### src/rtl/booth_divider_pkg.sv
// Shared types and constants for the sequential signed divider.
package booth_pkg;

    localparam int DIV_WIDTH_DEFAULT = 16;

    typedef enum logic [1:0] {
        IDLE = 2'd0,
        ITER = 2'd1,
        FIX  = 2'd2,
        DONE = 2'd3
    } div_state_e;

    // Counter must be able to hold the iteration count 0..width
    function automatic int cnt_width(input int width);
        return $clog2(width + 1);
    endfunction

endpackage

### src/rtl/booth_divider_if.sv
// Start/hold handshake and operand/result bus of the divider.
// Carries div_zero only when DIV_ZERO_DETECT_EN is defined.
interface booth_divider_if import booth_pkg::*; #(
    parameter int WIDTH = DIV_WIDTH_DEFAULT
);
    logic             en;
    logic [WIDTH-1:0] A;
    logic [WIDTH-1:0] B;
    logic [WIDTH-1:0] quot;
    logic [WIDTH-1:0] rem;
    logic             busy;
    logic             done;
`ifdef DIV_ZERO_DETECT_EN
    logic             div_zero;

    modport master (output en, A, B, input quot, rem, busy, done, div_zero);
    modport slave  (input en, A, B, output quot, rem, busy, done, div_zero);
`else
    modport master (output en, A, B, input quot, rem, busy, done);
    modport slave  (input en, A, B, output quot, rem, busy, done);
`endif
endinterface

### src/rtl/booth_divider_restore_step.sv
// One combinational restoring-division step: shift in a dividend bit, trial-subtract |B|.
module div_restore_step import booth_pkg::*; #(
    parameter int WIDTH = DIV_WIDTH_DEFAULT
) (
    input  logic [WIDTH:0]   pr,
    input  logic             next_bit,
    input  logic [WIDTH-1:0] bmag,
    output logic [WIDTH:0]   pr_next,
    output logic             q_bit
);
    logic [WIDTH+1:0] shift_s;
    logic [WIDTH+1:0] diff_s;

    // A clear sign bit on the trial difference means |B| fits: keep it and emit a 1
    always_comb begin
        shift_s = {pr, next_bit};
        diff_s  = shift_s - {2'b00, bmag};
        q_bit   = ~diff_s[WIDTH+1];
        if (q_bit) begin
            pr_next = diff_s[WIDTH:0];
        end else begin
            pr_next = shift_s[WIDTH:0];
        end
    end
endmodule

### src/rtl/booth_divider.sv
// Sequential signed restoring divider, one quotient bit per clock, en/done handshake.
// Optional DIV_ZERO_DETECT_EN short-circuits B == 0 and raises div_zero.
module booth_divider import booth_pkg::*; #(
    parameter int WIDTH = DIV_WIDTH_DEFAULT
) (
    input logic           clk,
    input logic           rst_n,
    booth_divider_if.slave bus
);
    localparam int               CNT_W   = cnt_width(WIDTH);
    localparam logic [WIDTH-1:0] ONE_W   = {{(WIDTH-1){1'b0}}, 1'b1};
    localparam logic [CNT_W-1:0] CNT_ONE = {{(CNT_W-1){1'b0}}, 1'b1};
    localparam logic [CNT_W-1:0] CNT_END = CNT_W'(WIDTH - 1);

    div_state_e       state_r, state_s;
    logic [CNT_W-1:0] cnt_r, cnt_s;
    logic [WIDTH:0]   pr_r, pr_s, step_pr_s;
    logic [WIDTH-1:0] qa_r, qa_s, bmag_r, bmag_s;
    logic             sa_r, sa_s, sb_r, sb_s, step_q_s;
    logic [WIDTH-1:0] quot_r, quot_s, rem_r, rem_s;
    logic             busy_r, busy_s, done_r, done_s;
    logic [WIDTH-1:0] amag_s, bmag_in_s, qmag_neg_s, rmag_s;
`ifdef DIV_ZERO_DETECT_EN
    logic             dz_r, dz_s, div_zero_r, div_zero_s;
`endif

    div_restore_step #(.WIDTH(WIDTH)) u_step (
        .pr       (pr_r),
        .next_bit (qa_r[WIDTH-1]),
        .bmag     (bmag_r),
        .pr_next  (step_pr_s),
        .q_bit    (step_q_s)
    );

    // State register
    always_ff @(posedge clk or negedge rst_n) begin
        if (!rst_n) begin
            state_r <= IDLE;
        end else begin
            state_r <= state_s;
        end
    end

    // Next-state logic; dropping en anywhere returns to IDLE
    always_comb begin
        state_s = state_r;
        case (state_r)
            IDLE: begin
                if (bus.en) begin
`ifdef DIV_ZERO_DETECT_EN
                    state_s = (bus.B == {WIDTH{1'b0}}) ? FIX : ITER;
`else
                    state_s = ITER;
`endif
                end else begin
                    state_s = IDLE;
                end
            end
            ITER: begin
                if (!bus.en) begin
                    state_s = IDLE;
                end else if (cnt_r == CNT_END) begin
                    state_s = FIX;
                end else begin
                    state_s = ITER;
                end
            end
            FIX:     state_s = bus.en ? DONE : IDLE;
            DONE:    state_s = bus.en ? DONE : IDLE;
            default: state_s = IDLE;
        endcase
    end

    // Datapath and output next values; |-2^(WIDTH-1)| is exact as an unsigned magnitude
    always_comb begin
        amag_s     = bus.A[WIDTH-1] ? (~bus.A + ONE_W) : bus.A;
        bmag_in_s  = bus.B[WIDTH-1] ? (~bus.B + ONE_W) : bus.B;
        qmag_neg_s = ~qa_r + ONE_W;
        rmag_s     = pr_r[WIDTH-1:0];
        cnt_s      = cnt_r;
        pr_s       = pr_r;
        qa_s       = qa_r;
        bmag_s     = bmag_r;
        sa_s       = sa_r;
        sb_s       = sb_r;
        quot_s     = quot_r;
        rem_s      = rem_r;
`ifdef DIV_ZERO_DETECT_EN
        dz_s       = dz_r;
`endif
        case (state_r)
            IDLE: begin
                if (bus.en) begin
                    sa_s   = bus.A[WIDTH-1];
                    sb_s   = bus.B[WIDTH-1];
                    bmag_s = bmag_in_s;
                    cnt_s  = {CNT_W{1'b0}};
                    pr_s   = {(WIDTH+1){1'b0}};
                    qa_s   = amag_s;
`ifdef DIV_ZERO_DETECT_EN
                    dz_s   = (bus.B == {WIDTH{1'b0}});
                    if (bus.B == {WIDTH{1'b0}}) begin
                        pr_s = {1'b0, amag_s};
                        qa_s = {WIDTH{1'b1}};
                    end else begin
                        pr_s = {(WIDTH+1){1'b0}};
                    end
`endif
                end else begin
                    cnt_s = cnt_r;
                end
            end
            ITER: begin
                if (bus.en) begin
                    pr_s  = step_pr_s;
                    qa_s  = {qa_r[WIDTH-2:0], step_q_s};
                    cnt_s = cnt_r + CNT_ONE;
                end else begin
                    cnt_s = cnt_r;
                end
            end
            FIX: begin
                if (bus.en) begin
                    quot_s = (sa_r ^ sb_r) ? qmag_neg_s : qa_r;
                    rem_s  = sa_r ? (~rmag_s + ONE_W) : rmag_s;
`ifdef DIV_ZERO_DETECT_EN
                    if (dz_r) begin
                        quot_s = {WIDTH{1'b1}};
                    end else begin
                        quot_s = (sa_r ^ sb_r) ? qmag_neg_s : qa_r;
                    end
`endif
                end else begin
                    quot_s = quot_r;
                end
            end
            DONE:    cnt_s = cnt_r;
            default: cnt_s = cnt_r;
        endcase
        busy_s = (state_s == ITER) || (state_s == FIX);
        done_s = (state_s == DONE);
`ifdef DIV_ZERO_DETECT_EN
        div_zero_s = dz_r && (state_s == DONE);
`endif
    end

    // Datapath and output registers
    always_ff @(posedge clk or negedge rst_n) begin
        if (!rst_n) begin
            cnt_r  <= {CNT_W{1'b0}};
            pr_r   <= {(WIDTH+1){1'b0}};
            qa_r   <= {WIDTH{1'b0}};
            bmag_r <= {WIDTH{1'b0}};
            sa_r   <= 1'b0;
            sb_r   <= 1'b0;
            quot_r <= {WIDTH{1'b0}};
            rem_r  <= {WIDTH{1'b0}};
            busy_r <= 1'b0;
            done_r <= 1'b0;
`ifdef DIV_ZERO_DETECT_EN
            dz_r       <= 1'b0;
            div_zero_r <= 1'b0;
`endif
        end else begin
            cnt_r  <= cnt_s;
            pr_r   <= pr_s;
            qa_r   <= qa_s;
            bmag_r <= bmag_s;
            sa_r   <= sa_s;
            sb_r   <= sb_s;
            quot_r <= quot_s;
            rem_r  <= rem_s;
            busy_r <= busy_s;
            done_r <= done_s;
`ifdef DIV_ZERO_DETECT_EN
            dz_r       <= dz_s;
            div_zero_r <= div_zero_s;
`endif
        end
    end

    assign bus.quot = quot_r;
    assign bus.rem  = rem_r;
    assign bus.busy = busy_r;
    assign bus.done = done_r;
`ifdef DIV_ZERO_DETECT_EN
    assign bus.div_zero = div_zero_r;
`endif

endmodule

### src/flat_wrapper.sv
// flat-port wrapper written by rule: the top's interface ports become plain ports
module booth_divider_flat import booth_pkg::*;
#(
    parameter int WIDTH = DIV_WIDTH_DEFAULT
)
  (clk, rst_n, bus_en, bus_A, bus_B, bus_quot, bus_rem, bus_busy, bus_done);
  booth_divider_if #(.WIDTH(WIDTH)) bus_i ();
  input logic clk;
  input logic rst_n;
  input wire logic [$bits(bus_i.en)-1:0] bus_en;
  input wire logic [$bits(bus_i.A)-1:0] bus_A;
  input wire logic [$bits(bus_i.B)-1:0] bus_B;
  output wire logic [$bits(bus_i.quot)-1:0] bus_quot;
  output wire logic [$bits(bus_i.rem)-1:0] bus_rem;
  output wire logic [$bits(bus_i.busy)-1:0] bus_busy;
  output wire logic [$bits(bus_i.done)-1:0] bus_done;
  assign bus_i.en = bus_en;
  assign bus_i.A = bus_A;
  assign bus_i.B = bus_B;
  assign bus_quot = bus_i.quot;
  assign bus_rem = bus_i.rem;
  assign bus_busy = bus_i.busy;
  assign bus_done = bus_i.done;
  booth_divider #(.WIDTH(WIDTH)) u_core (.clk(clk), .rst_n(rst_n), .bus(bus_i));
endmodule
### config.mk
export PLATFORM = sky130hd
export DESIGN_NAME = booth_divider_flat
export DESIGN_NICKNAME = d
export VERILOG_FILES = /design/src/rtl/booth_divider_pkg.sv /design/src/rtl/booth_divider_if.sv /design/src/rtl/booth_divider_restore_step.sv /design/src/rtl/booth_divider.sv /design/src/flat_wrapper.sv
export SDC_FILE = /design/constraint.sdc
export NUM_CORES = 1
export LEC_CHECK = 0
export BUFFER_PORTS_ARGS = -buffer_cell sky130_fd_sc_hd__buf_2
export CAP_MARGIN = 20
export CELL_PAD_IN_SITES_DETAIL_PLACEMENT = 2
export CELL_PAD_IN_SITES_GLOBAL_PLACEMENT = 2
export CORE_ASPECT_RATIO = 1.4
export CORE_MARGIN = 2
export CORE_UTILIZATION = 36
export DETAILED_ROUTE_END_ITERATION = 6
export GPL_TIMING_DRIVEN = 0
export PLACE_DENSITY = 0.86
export SYNTH_ARGS = -nofsm -noshare
export SYNTH_HDL_FRONTEND = slang
export SYNTH_SLANG_ARGS = --single-unit
### constraint.sdc
create_clock -name clk -period 3 [get_ports clk]
set_input_delay 0.15 -clock clk [delete_from_list [all_inputs] [get_ports clk]]
set_output_delay 0.15 -clock clk [all_outputs]
set_load 0.01 [all_outputs]
== Word level (Yosys, flattened, before mapping) ==
Cells that the tools add are included.

* Register bits after elaboration: 92
* Input port bits: 35
* Output and inout port bits: 34
* Word-level logic and storage cells: 58

* Add/subtract/negate cells: 6
* Equal/unequal tests: 9
* Mux-type cells: 19
* Bitwise gates (word level): 6
* Reductions and logical operators: 7

{| class="wikitable"
|+ Operators by type and width
! kind !! count
|-
| $mux W16 || 6
|-
| $add A16 B1 Y16 const B || 4
|-
| $not A16 Y16 || 4
|-
| $mux W17 || 3
|-
| $pmux W17 S2 || 1
|-
| $pmux W16 S2 || 1
|-
| $sub A18 B16 Y18 || 1
|-
| $mux W5 || 2
|-
| $pmux W5 S2 || 1
|-
| $eq A2 B2 Y1 const B || 4
|-
| $mux W2 || 3
|-
| $pmux W2 S3 || 1
|-
| $add A5 B1 Y5 const B || 1
|-
| $eq A5 B4 Y1 const B || 1
|-
| $eq A2 B1 Y1 const B || 2
|-
| $ne A2 B2 Y1 const B || 2
|-
| $reduce_and A2 Y1 || 2
|-
| $reduce_and A3 Y1 || 1
|-
| $logic_not A2 Y1 || 1
|-
| $reduce_bool A2 Y1 || 1
|-
| $reduce_or A2 Y1 || 1
|-
| $logic_or A1 B1 Y1 || 1
|-
| $mux W1 || 1
|-
| $not A1 Y1 || 1
|-
| $xor A1 B1 Y1 || 1
|}

== Longest topological paths before layout ==
* Word-level depth: 6
* Depth in mapped cells: 11
* Depth with buffers taken out: 11

== By module ==
From an unflattened synthesis, not the netlist that was laid out.

* Cell total of the unflattened synthesis: 683
* Area, all modules: 5928.2 µm²

{| class="wikitable"
|+ By module, submodules not included
! module !! instances !! cells each !! area an instance (µm²) !! seq. area each (µm²)
|-
| booth_divider || 1 || 535 || 4777.1 || 2302.2
|-
| div_restore_step || 1 || 148 || 1151.1 || 0.0
|}

== Worst setup path before layout ==
No wires, ideal clock.

* Kind: reg-to-reg
* Start point: register u_core.qa_r[15]
* End point: register u_core.pr_r[16]
* Setup time: 0.126 ns
* Arrival: 2.495 ns
* Required time: 2.874 ns
* Path slack: 0.379 ns
* Cell stages (with the launch flop): 12
* Buffers on the path: 0
* Clock period less this slack: 2.621 ns
* Cells stage by stage: dfrtp_1 -> inv_1 -> ha_1 -> inv_1 -> fa_1 -> a21o_1 -> a221oi_2 -> o21ai_2 -> a41oi_2 -> o21ai_0 -> a32o_2 -> a311o_1

* Word-level cells in the longest chain between the ends: 4

{| class="wikitable"
|+ RTL lines
! element !! line !! text
|-
| start, declared || booth_divider.sv:18 || <nowiki>logic [WIDTH-1:0] qa_r, qa_s, bmag_r, bmag_s;</nowiki>
|-
| start signal, assigned || booth_divider.sv:152 || <nowiki>qa_r <= {WIDTH{1'b0}};</nowiki>
|-
| start signal, assigned || booth_divider.sv:167 || <nowiki>qa_r <= qa_s;</nowiki>
|-
| $sub A18 B16 Y18 || booth_divider_restore_step.sv:17 || <nowiki>diff_s = shift_s - {2'b00, bmag};</nowiki>
|-
| $mux W17 || booth_divider_restore_step.sv:19 || <nowiki>if (q_bit) begin</nowiki>
|-
| $mux W17 || booth_divider.sv:114 || <nowiki>if (bus.en) begin</nowiki>
|-
| $pmux W17 S2 || booth_divider.sv:91 || <nowiki>case (state_r)</nowiki>
|-
| end signal, assigned || booth_divider.sv:151 || <nowiki>pr_r <= {(WIDTH+1){1'b0}};</nowiki>
|-
| end signal, assigned || booth_divider.sv:166 || <nowiki>pr_r <= pr_s;</nowiki>
|-
| end, declared || booth_divider.sv:17 || <nowiki>logic [WIDTH:0] pr_r, pr_s, step_pr_s;</nowiki>
|}

Every way passes these cells. The select of a mux whose other input is x is not followed.
A chain may end at the register's enable or synchronous reset.

== Worst setup path in the final report ==
Ends and elaborated chain as after synthesis.

==> reports/results.ini <==
[status]
status=complete, but fails checks
failed_checks=negative setup slack

[drt]
drc_errors=0
wirelength_mm=20.1
antenna_left=0
wl_met2_mm=11.1
m1WireLength_mm=7.71
wl_met3_um=604
drt-pass1-iter-count=4
viasPerCell=5.69
drt-initial-drc-count=219
wl_per_cell_um=21.8
topRoutingLayerUsed=met4
num_vias=5263

[global_routing]
grt_pass1_wl_mm=32.3
grt_pass1_vias=5958
grt.overflow.total=0
grt_antenna_before_repair=0
grt_max_degree=63
track_usage=0.239

[floorplan]
die_h_um=153
initial_utilization=0.367
row_count=54
core_area_mm2=0.0156
die_w_um=111
io_pins=69
die_area_mm2=0.0169

[placed_design]
placed_area_mm2=0.00634
io_buffers=68
gp_congestion=0.847
dp.cells=900
dp_hpwl_mm=14.1
place_ws_ps=-93.6

[synthesis]
ys_async_sr_fraction=1.00
syn_avg_cell_area_um2=9.01
synth_area_mm2=0.00572
synth_cell_type_count=64
ys_ff_latch=92
synth-main-ff-cell=dfrtp_1
synth_edf_count=0
synthCells=635
ys_warn_count=0
ys_seq_area_frac=0.402
synth_nets=693

[final_layout]
final_cells=925
antennaDiodeCount=0
finish.utilization=0.431
area_growth_pct=17.6
final_area_mm2=0.00673
fin_nets=782
drive_above_1_share=0.163

[clock_tree]
clock_latency_ps=360
cts.htree.levels=3
root_buffer=clkbuf_16
cts_tree=done
cts_buffer_depth=2
cts.clk_slew.worst_paths_ps=80
cts.sinks=92
numCtsBuffers=9

[timing]
max_slew.worst_pin.slew_ps=798
skew_ps=10.7
finalCritPeriodShare=1.03
rsz0062_at_grt=yes
hold_ws_ps=51.2
slew_headroom=0.463
fin_crit_ps=3090
setup_violations=2
worst_slack_ps=-85.5
hold_viol=0
fmax_mhz=324
drv_slew=0

[flow_run]
drv_cap=0

[power]
power_density_mw_per_mm2=847
power_leakage_nw=3.11
comb_power_share=0.478
clkPwrFrac=0.208
pwr-share-seq=0.314
swShare=0.444
peakVddDrop_mv=0.326
internal-power_w=0.00317
power.switching_w=0.00253

[worst_setup_path]
crit_fanout=3
cp.arrival_ps=3330
critical_path_required_ps=3240
critPathMaxStageDelay_ps=430
slowest_stage=dfrtp_1
critical_path_class=reg -> reg
crit_path_cell_trace=inv_1 -> ha_1 -> inv_1 -> fa_2 -> a21o_1 -> a221oi_4 -> o21ai_2 -> a41oi_2 -> o21ai_2 -> a32o_2 -> a311o_1
crit_path_end_kind=flip-flop
startpoint_type=flip-flop

[worst_hold_path]
holdCritPathClass=in -> reg

-- cells by family (layout without fill, tap and decap cells) --
kind of cell               Yosys count  count (layout)  share of synthesized area
buffers and inverters               59             153                     0.0422
adders and majority gates           23              23                     0.0516
muxes                               20              20                     0.0356
xor gates and xnor gates            72              72                      0.115
and+or+nand+nor                    184             184                      0.147
AOI/OAI and AO/OA                  185             185                      0.207
DFF                                 92              92                      0.402
-- sequential cells by signal (all words and copies together), names as in the netlist --
register and cells:
u_core.bus.done 1, u_core.sb_r 1, u_core.bus.rem 16, u_core.cnt_r 5
u_core.bus.quot 16, u_core.state_r 2, u_core.pr_r 17, u_core.bmag_r 16
u_core.sa_r 1, u_core.bus.busy 1, u_core.qa_r 16
-- cells in the final DEF, fill, tap and decap left out, types with 3 or more instances in the layout --
cell       instances
clkbuf_16          9
buf_4              9
o41ai_1            6
and3_1             3
xor2_1            39
or4_1              3
nor3_1             6
nand3_1           10
mux2i_1           17
o21ai_1           14
a21boi_0           3
clkbuf_1          24
nand2b_1           6
dfrtp_1           92
inv_1             31
o21ai_0           64
xnor2_1           31
mux2_2             3
o31ai_1           14
and2_1             3
buf_2             68
nor2_1            35
o21ai_2            3
ha_1              22
nor4_1             7
a21o_1             5
a21oi_1           39
o22ai_1            6
nor2b_1            4
a31oi_1            4
nand2_1           97
-- synthesized netlist by cell type (2+ instances only) --
library cell,count,area (um2)
o21ai_2,2,17.5
ha_1,22,275
nor2b_1,4,25.0
nor2_1,35,131
a21oi_1,39,195
dfrtp_1,92,2300
o41ai_1,6,52.6
a211oi_1,2,15.0
o211ai_1,2,15.0
a221oi_2,2,30.0
nand4_1,2,12.5
inv_1,31,116
nand2_1,97,364
nor4_1,7,43.8
o21a_1,2,15.0
and2_1,3,18.8
and3_1,3,18.8
a21boi_0,3,22.5
o22ai_1,6,37.5
clkbuf_1,24,90.1
mux2i_1,17,170
a21oi_2,2,17.5
mux2_2,3,33.8
xor2_1,39,342
xnor2_1,31,272
or3_1,2,12.5
nor3_1,6,30.0
a22o_1,2,17.5
or4_1,3,22.5
a21o_1,5,37.5
o31ai_1,14,105
o21ai_1,13,65.1
o21ai_0,66,330
nand3_1,10,50.1
nand2b_1,6,37.5
a31oi_1,4,25.0
-- repair_timing --
item | CTS | global route
setup buffers | 2 | 6
pin swaps | 1 | 4
gates resized for setup | 2 | 3
setup endpoints to repair | 2 | 2
endpoints found under the hold margin | 30 | 0
hold buffers | 1 | 0
-- through the flow --
stage	TNS (ps)	power (W)
final	-86.7	0.00570
after global routing	-291	0.00605
after CTS	-3.43	0.00557
after detailed placement	-93.6	0.00424
after global placement	-5.25	0.00405
after floorplan	0	0.00353
-- power groups by stage --
stage / logic [W] / registers [W] / clock network [W]
after global placement: 0.00229 / 0.00176 / 0
final: 0.00273 / 0.00179 / 0.00119
after global routing: 0.00296 / 0.00183 / 0.00126
after floorplan: 0.00184 / 0.00169 / 0
after detailed placement: 0.00245 / 0.00179 / 0
after CTS: 0.00260 / 0.00177 / 0.00120
-- metal layers --
layer  vias to the layer above  track usage
met1                      2690        0.264
met2                       120        0.459
li1                       2412            -
met4                         0       0.0875
met3                        41       0.0361
met5                         -            0
-- worst max-delay path: cells and delay by family (launching register included) --
family                   cells  cell delay, ps
AO/OA/AOI/OAI                7            1720
flip-flops                   1             430
adder cells (fa/ha/maj)      2             590
buffers and inverters        2             230
-- path summary, 6_finish.rpt --
kind                                     start                   to  slack, ps  cells after the start
max                            u_core.qa_r[15]      u_core.pr_r[16]        -90                     11
max in group asynchronous                rst_n    u_core.bus.rem[4]       2050                      3
max reg2reg                    u_core.qa_r[15]      u_core.pr_r[16]        -90                     11
min in group asynchronous                rst_n      u_core.cnt_r[2]        280                      2
min reg2reg                u_core.bus.quot[14]  u_core.bus.quot[14]        480                      2
min                                     bus_en    u_core.state_r[0]         50                      2
-- area by class of cell --
class                           instances  area (um2)
Sequential cell                        92        2300
Timing Repair Buffer                   78         440
Buffer                                 28         125
Multi-Input combinational cell        484        3200
Clock buffer                            9         225
Tap cell                              196         245
Inverter                               31         116
Fill cell                            1731        8870
Clock inverter                          7        81.3
Note: power is estimated with default switching activity, not from simulation.
